### src/rtl/alu_rs_scheduler_pkg.sv
// Shared definitions for the ALU reservation station.
//   ROB_W     width of a ROB id (tag) used by dispatch, CDBs and issue
//   RS_SIZE   default number of station entries (power of two, 2..16)
//   RS_IDX_W  log2(RS_SIZE)
//   OP_W      width of the {funct7[5], funct3, opcode} ALU op encoding
//   rs_entry_t  per-entry state held by the station
package alu_rs_scheduler_pkg;

  localparam int ROB_W    = 4;
  localparam int RS_SIZE  = 8;
  localparam int RS_IDX_W = 3;
  localparam int OP_W     = 11;

  typedef struct packed {
    logic             valid;
    logic [OP_W-1:0]  op;
    logic             q1_busy;
    logic [ROB_W-1:0] q1;
    logic [31:0]      v1;
    logic             q2_busy;
    logic [ROB_W-1:0] q2;
    logic [31:0]      v2;
    logic [31:0]      pc;
    logic             is_short;
    logic [31:0]      imm;
    logic [ROB_W-1:0] rob_id;
  } rs_entry_t;

endpackage

### src/rtl/alu_rs_scheduler_pick.sv
// Lowest-index priority encoder.
//   vec_i    request vector, bit i set means entry i qualifies
//   found_o  at least one bit of vec_i is set
//   idx_o    index of the lowest set bit (0 when found_o is 0)
module rs_pick #(
  parameter int N     = 8,
  parameter int IDX_W = 3
) (
  input  logic [N-1:0]     vec_i,
  output logic             found_o,
  output logic [IDX_W-1:0] idx_o
);

  // Scan from the top down so the lowest set bit is the last one written.
  always_comb begin
    found_o = 1'b0;
    idx_o   = '0;
    for (int i = N - 1; i >= 0; i--) begin
      if (vec_i[i]) begin
        found_o = 1'b1;
        idx_o   = IDX_W'(i);
      end
    end
  end

endmodule

### src/rtl/alu_rs_scheduler.sv
// Reservation station and issue scheduler for the single integer ALU.
// Holds dispatched ALU ops until both operands are known, snoops the ALU and
// LSB result buses for missing operands, and issues at most one ready op per
// cycle to the ALU. Flushed by the ROB on a mispredict.
//   clk_in, rst_n_in              clock; asynchronous active-low reset
//   flush_in                      synchronous flush of every entry
//   in_*                          dispatch bundle (in_valid is the strobe)
//   full                          no free entry (registered)
//   alu_cdb_*, lsb_cdb_*          result broadcasts {valid, rob_id, value}
//   alu_yes, alu_*                issue bundle to the ALU (registered)
//
// Handshakes: a dispatch is taken on a clock edge where in_valid=1, full=0 and
// flush_in=0; in_valid while full is dropped without effect. On the issue side
// alu_yes=1 for one cycle per issued op and the ALU accepts unconditionally;
// alu_* data hold their last value while alu_yes=0.
module alu_rs_scheduler
  import alu_rs_scheduler_pkg::*;
#(
  parameter int RS_SIZE  = alu_rs_scheduler_pkg::RS_SIZE,
  parameter int RS_IDX_W = alu_rs_scheduler_pkg::RS_IDX_W
) (
  input  logic             clk_in,
  input  logic             rst_n_in,
  input  logic             flush_in,
  input  logic             in_valid,
  input  logic [OP_W-1:0]  in_op,
  input  logic             in_q1_busy,
  input  logic [ROB_W-1:0] in_q1,
  input  logic [31:0]      in_v1,
  input  logic             in_q2_busy,
  input  logic [ROB_W-1:0] in_q2,
  input  logic [31:0]      in_v2,
  input  logic [31:0]      in_pc,
  input  logic             in_is_short,
  input  logic [31:0]      in_imm,
  input  logic [ROB_W-1:0] in_rob_id,
  output logic             full,
  input  logic             alu_cdb_valid,
  input  logic [ROB_W-1:0] alu_cdb_rob_id,
  input  logic [31:0]      alu_cdb_value,
  input  logic             lsb_cdb_valid,
  input  logic [ROB_W-1:0] lsb_cdb_rob_id,
  input  logic [31:0]      lsb_cdb_value,
  output logic             alu_yes,
  output logic [OP_W-1:0]  alu_op,
  output logic [31:0]      alu_v1,
  output logic [31:0]      alu_v2,
  output logic [31:0]      alu_pc,
  output logic             alu_is_short,
  output logic [31:0]      alu_imm,
  output logic [ROB_W-1:0] alu_rob_id
);

  localparam int CNT_W = RS_IDX_W + 1;

  rs_entry_t ent_q [RS_SIZE];
  rs_entry_t ent_d [RS_SIZE];
  rs_entry_t new_ent;

  logic [CNT_W-1:0]    count_q, count_d;
  logic                alu_yes_q;
  rs_entry_t           issue_q;

  logic [RS_SIZE-1:0]  free_vec, ready_vec;
  logic                free_found, issue_found;
  logic [RS_IDX_W-1:0] free_idx, issue_idx;
  logic                do_disp, do_issue;

  // Both searches look only at registered state: a slot freed by this cycle's
  // issue is not visible to dispatch until the next cycle.
  always_comb begin
    free_vec  = '0;
    ready_vec = '0;
    for (int i = 0; i < RS_SIZE; i++) begin
      free_vec[i]  = !ent_q[i].valid;
      ready_vec[i] = ent_q[i].valid && !ent_q[i].q1_busy && !ent_q[i].q2_busy;
    end
  end

  rs_pick #(.N(RS_SIZE), .IDX_W(RS_IDX_W)) u_free_pick (
    .vec_i   (free_vec),
    .found_o (free_found),
    .idx_o   (free_idx)
  );

  rs_pick #(.N(RS_SIZE), .IDX_W(RS_IDX_W)) u_ready_pick (
    .vec_i   (ready_vec),
    .found_o (issue_found),
    .idx_o   (issue_idx)
  );

  assign full     = (count_q == CNT_W'(RS_SIZE));
  assign do_disp  = in_valid && !full && !flush_in && free_found;
  assign do_issue = issue_found && !flush_in;

  // Incoming entry, with same-cycle CDB bypass so a tag broadcast while the
  // op is being dispatched is not missed. ALU CDB takes priority on a tie.
  always_comb begin
    new_ent          = '0;
    new_ent.valid    = 1'b1;
    new_ent.op       = in_op;
    new_ent.q1_busy  = in_q1_busy;
    new_ent.q1       = in_q1;
    new_ent.v1       = in_v1;
    new_ent.q2_busy  = in_q2_busy;
    new_ent.q2       = in_q2;
    new_ent.v2       = in_v2;
    new_ent.pc       = in_pc;
    new_ent.is_short = in_is_short;
    new_ent.imm      = in_imm;
    new_ent.rob_id   = in_rob_id;
    if (in_q1_busy) begin
      if (alu_cdb_valid && alu_cdb_rob_id == in_q1) begin
        new_ent.q1_busy = 1'b0;
        new_ent.v1      = alu_cdb_value;
      end else if (lsb_cdb_valid && lsb_cdb_rob_id == in_q1) begin
        new_ent.q1_busy = 1'b0;
        new_ent.v1      = lsb_cdb_value;
      end
    end
    if (in_q2_busy) begin
      if (alu_cdb_valid && alu_cdb_rob_id == in_q2) begin
        new_ent.q2_busy = 1'b0;
        new_ent.v2      = alu_cdb_value;
      end else if (lsb_cdb_valid && lsb_cdb_rob_id == in_q2) begin
        new_ent.q2_busy = 1'b0;
        new_ent.v2      = lsb_cdb_value;
      end
    end
  end

  // Entry next-state: wakeup, then issue frees its slot, then dispatch fills
  // the free slot (never the issuing one), and flush overrides everything.
  always_comb begin
    ent_d = ent_q;
    for (int i = 0; i < RS_SIZE; i++) begin
      if (ent_q[i].valid && ent_q[i].q1_busy) begin
        if (alu_cdb_valid && alu_cdb_rob_id == ent_q[i].q1) begin
          ent_d[i].q1_busy = 1'b0;
          ent_d[i].v1      = alu_cdb_value;
        end else if (lsb_cdb_valid && lsb_cdb_rob_id == ent_q[i].q1) begin
          ent_d[i].q1_busy = 1'b0;
          ent_d[i].v1      = lsb_cdb_value;
        end
      end
      if (ent_q[i].valid && ent_q[i].q2_busy) begin
        if (alu_cdb_valid && alu_cdb_rob_id == ent_q[i].q2) begin
          ent_d[i].q2_busy = 1'b0;
          ent_d[i].v2      = alu_cdb_value;
        end else if (lsb_cdb_valid && lsb_cdb_rob_id == ent_q[i].q2) begin
          ent_d[i].q2_busy = 1'b0;
          ent_d[i].v2      = lsb_cdb_value;
        end
      end
    end
    if (do_issue) ent_d[issue_idx].valid = 1'b0;
    if (do_disp)  ent_d[free_idx]        = new_ent;
    if (flush_in) begin
      for (int i = 0; i < RS_SIZE; i++) ent_d[i].valid = 1'b0;
    end
  end

  always_comb begin
    count_d = count_q;
    if (flush_in) begin
      count_d = '0;
    end else begin
      case ({do_disp, do_issue})
        2'b10:   count_d = count_q + CNT_W'(1);
        2'b01:   count_d = count_q - CNT_W'(1);
        default: count_d = count_q;
      endcase
    end
  end

  always_ff @(posedge clk_in or negedge rst_n_in) begin
    if (!rst_n_in) begin
      for (int i = 0; i < RS_SIZE; i++) ent_q[i] <= '0;
      count_q   <= '0;
      alu_yes_q <= 1'b0;
      issue_q   <= '0;
    end else begin
      // Both CDBs carrying the same tag means two producers for one ROB id.
      if (alu_cdb_valid && lsb_cdb_valid)
        assert (alu_cdb_rob_id != lsb_cdb_rob_id);
      ent_q     <= ent_d;
      count_q   <= count_d;
      alu_yes_q <= do_issue;
      if (do_issue) issue_q <= ent_q[issue_idx];
    end
  end

  assign alu_yes      = alu_yes_q;
  assign alu_op       = issue_q.op;
  assign alu_v1       = issue_q.v1;
  assign alu_v2       = issue_q.v2;
  assign alu_pc       = issue_q.pc;
  assign alu_is_short = issue_q.is_short;
  assign alu_imm      = issue_q.imm;
  assign alu_rob_id   = issue_q.rob_id;

endmodule

### config.mk
export PLATFORM = sky130hd
export DESIGN_NAME = alu_rs_scheduler
export DESIGN_NICKNAME = d
export VERILOG_FILES = /design/src/rtl/alu_rs_scheduler_pkg.sv /design/src/rtl/alu_rs_scheduler_pick.sv /design/src/rtl/alu_rs_scheduler.sv
export SDC_FILE = /design/constraint.sdc
export NUM_CORES = 2
export LEC_CHECK = 0
export BUFFER_PORTS_ARGS = -buffer_cell sky130_fd_sc_hd__buf_2
export CAP_MARGIN = 30
export CELL_PAD_IN_SITES_DETAIL_PLACEMENT = 1
export CELL_PAD_IN_SITES_GLOBAL_PLACEMENT = 2
export CORE_AREA = 2 2 503 505
export CTS_CLUSTER_SIZE = 28
export DETAILED_ROUTE_END_ITERATION = 8
export DIE_AREA = 0 0 505 507
export PLACE_DENSITY_LB_ADDON = 0.1
export SLEW_MARGIN = 40
export SYNTH_ARGS = -nofsm -noshare
export SYNTH_HDL_FRONTEND = slang
export SYNTH_SLANG_ARGS = --single-unit
### constraint.sdc
create_clock -name clk_in -period 3.7 [get_ports clk_in]
set_input_delay 0.555 -clock clk_in [delete_from_list [all_inputs] [get_ports clk_in]]
set_output_delay 0.555 -clock clk_in [all_outputs]
set_load 0.05 [all_outputs]
==> results_dict.tcl <==
set metrics [dict create \
    holdWs_ns 0.0577 \
    synth_cells 7649 \
    synth_edf_count 0 \
    hold_buffers 80 \
    cts_buffers 176 \
    cts_resized 0 \
    num_rows 184 \
    cts.htree.levels 4 \
    finalSetupTns_ns 0 \
    period_needed_ns 3.25 \
    chipHeight_um 507 \
    via_per_inst 5.61 \
    total_power_w 0.0469 \
    worstRegToRegCells 8 \
    gp_congestion 0.822 \
    placeableCoreArea_um2 250000 \
    synth-seq-area-share_pct 46.4 \
    placed_cells 10900 \
    clock_latency_ns 0.84 \
    drive_gt1_share_pct 20.7 \
    grt_overflow 0 \
    start_util_pct 29.9 \
    max_freq_mhz 308 \
    hp-class "in -> reg" \
    end_kind "flop" \
    ys_types 78 \
    critPathKind "reg -> reg" \
    ys.flop_type "dfrtp_1" \
    drt_iter0_drc 4588 \
    wl_mm 372 \
    dieArea_um2 256000 \
    vias 63500 \
    async_reset_ff_share_pct 100 \
    synth_area_um2 74900 \
    slew_headroom_pct 41.3 \
    drv_cap 0 \
    timing_max_transition_violations_final 0 \
    arrival_ns 3.98 \
    dpl.hpwl_mm 218 \
    portBuffers 377 \
    die_width_um 505 \
    areaGrowthSynthToFinish_pct 17.9 \
    ys_ff_latch 1389 \
    stdcell_count 11300 \
    status "finished clean" \
    hold_depth 3 \
    grt_pass1_vias 67900 \
    antenna_found_initial 45 \
    clk_path_buf_depth 3 \
    wl_per_cell_um 32.9 \
    grt_max_degree 140 \
    crit_fanout 16 \
    worst_ep_required_time_ns 4.43 \
    route.detailed.drc 0 \
    grt_pass1_wl_mm 531 \
    io_pins 378 \
    setup-violations-final 0 \
    antenna_left 0 \
    syn_area_per_cell_um2 9.79 \
    cts_setup_buffers 0 \
    rsz0062_at_grt "no" \
    track_usage_pct 28.6 \
    finalNetCount 8060 \
    tightest_slew_ns 0.880 \
    hold_viol_final 0 \
    clockRootBuffer "clkbuf_16" \
    first_pass_iters 5 \
    yosys_warnings 0 \
    cts_tree "built" \
    clk_pin_slew_ns 0.06 \
    ir_worst_vdd_mv 0.477 \
    finClkSkew_ns 0.0296 \
    fin_crit_sh_pct 87.8 \
    syn-num-nets 7883 \
    startpoint_type "flop" \
    final_util_pct 35.3 \
    clock_sinks 1389 \
    leakage_nw 42.5 \
    power_density_nw_per_um2 531 \
]
state kept, by name, indices dropped and copies added (netlist names):
signal and cells:
ent_q 1240, alu_imm 32, alu_pc 32, alu_v1 32, alu_v2 32, alu_op 11
alu_rob_id 4, count_q 4, alu_is_short 1, alu_yes 1
critical path: stages (launching register included):
cell and delay (ns):
dfrtp_1 0.45, or3b_2 0.57, nand3b_1 0.20, o211ai_1 0.11, buf_4 0.28, or2_4 0.68
buf_4 0.46, a211oi_1 0.11, nor3_1 0.25
synthesized netlist by cell type, types with 32 or more instances:
cell type / n / area share [%]
buf_1: 46 / 0.23
mux2_2: 544 / 8.2
o32ai_1: 154 / 1.8
o31ai_1: 35 / 0.35
mux2i_1: 858 / 11
o22ai_1: 220 / 1.8
a211oi_1: 135 / 1.4
a21oi_1: 99 / 0.66
clkbuf_1: 442 / 2.2
buf_2: 224 / 1.5
nand3_1: 123 / 0.82
a22oi_1: 41 / 0.41
buf_4: 48 / 0.48
nor3_1: 198 / 1.3
xor2_1: 95 / 1.1
a22o_1: 247 / 2.9
o21ai_0: 96 / 0.64
dfrtp_1: 1389 / 46
xnor2_1: 46 / 0.54
nand2_1: 1686 / 8.4
or4_1: 33 / 0.33
nor2_1: 472 / 2.4
o22a_1: 32 / 0.37
layer usage:
metal	global-route usage, %	wire (um)	share of wire, %	vias to the layer above
met4	9.97	14100	3.8	26
met3	4.25	17500	4.7	692
li1	-	-	-	27400
met1	37.5	163000	44	33500
met5	0	169	0.045	-
met2	47.7	177000	48	1859
stage by stage:
step           instance area (um^2)  worst slack, ns
6_report                      88300            0.450
5_1_grt                       88300            0.394
4_1_cts                       88200            0.515
3_5_place_dp                  81800            0.441
3_3_place_gp                  81700            0.403
2_1_floorplan                 74900            0.885
power by group:
part	switching, W	internal [W]	leakage [nW]
combinational	0.00727	0.00314	21.4
clock	0.00733	0.0100	2.78
sequential	0.00174	0.0174	18.3
layout make-up:
class                   count  area, um^2
clock inverters            35         418
flip-flops and latches   1389       34800
diodes                     15        37.5
fillers                 28100      162000
multi-input cells        5454       37000
clock buffers             274        5250
inverters                  31         124
well taps                3348        4190
repair buffers            774        6580
worst paths after layout:
| check | from | endpoint | slack [ns] |
|---|---|---|---|
| setup / recovery | ent_q[725]$_DFF_PN0_ | alu_v1[27]$_DFFE_PN0N_ | 0.45 |
| hold / removal | in_q1[1] | ent_q[914]$_DFFE_PN0P_ | 0.06 |
| setup reg to reg | ent_q[725]$_DFF_PN0_ | alu_v1[27]$_DFFE_PN0N_ | 0.45 |
| hold reg to reg | ent_q[24]$_DFFE_PN0P_ | ent_q[24]$_DFFE_PN0P_ | 0.47 |
| max in group asynchronous | rst_n_in | alu_imm[20]$_DFFE_PN0N_ | 2.02 |
| min in group asynchronous | rst_n_in | alu_v1[25]$_DFFE_PN0N_ | 0.22 |
layout by cell type (no fill, tap or decap), drive strengths merged, types with 33 or more instances in the layout:
master	Yosys	final
clkbuf	445	274
a211oi	139	139
xnor2	46	46
a22o	247	247
dlygate4sd3	0	80
xor2	95	95
nand2	1687	1687
mux2	548	548
dfrtp	1389	1389
buf	330	694
a22oi	41	41
o22ai	230	230
o32ai	154	154
nor2	476	476
o21ai	103	103
nor3	214	214
a21oi	105	105
nand3	126	126
mux2i	858	858
o31ai	36	36
or4	33	33
logic make-up (layout without fill, tap and decap cells):
| group | count (synthesis) | in the layout | synth area share, % |
|---|---|---|---|
| AOI/OAI and AO/OA | 1250 | 1250 | 12.7 |
| DFF | 1389 | 1389 | 46.4 |
| muxes | 1406 | 1406 | 19.7 |
| adders and majority gates | 2 | 2 | 0.0334 |
| other | 0 | 15 | 0 |
| and+or+nand+nor | 2655 | 2655 | 14.7 |
| buffers and inverters | 806 | 1114 | 4.79 |
| xor gates and xnor gates | 141 | 141 | 1.65 |
(Power assumes the default switching activity.)
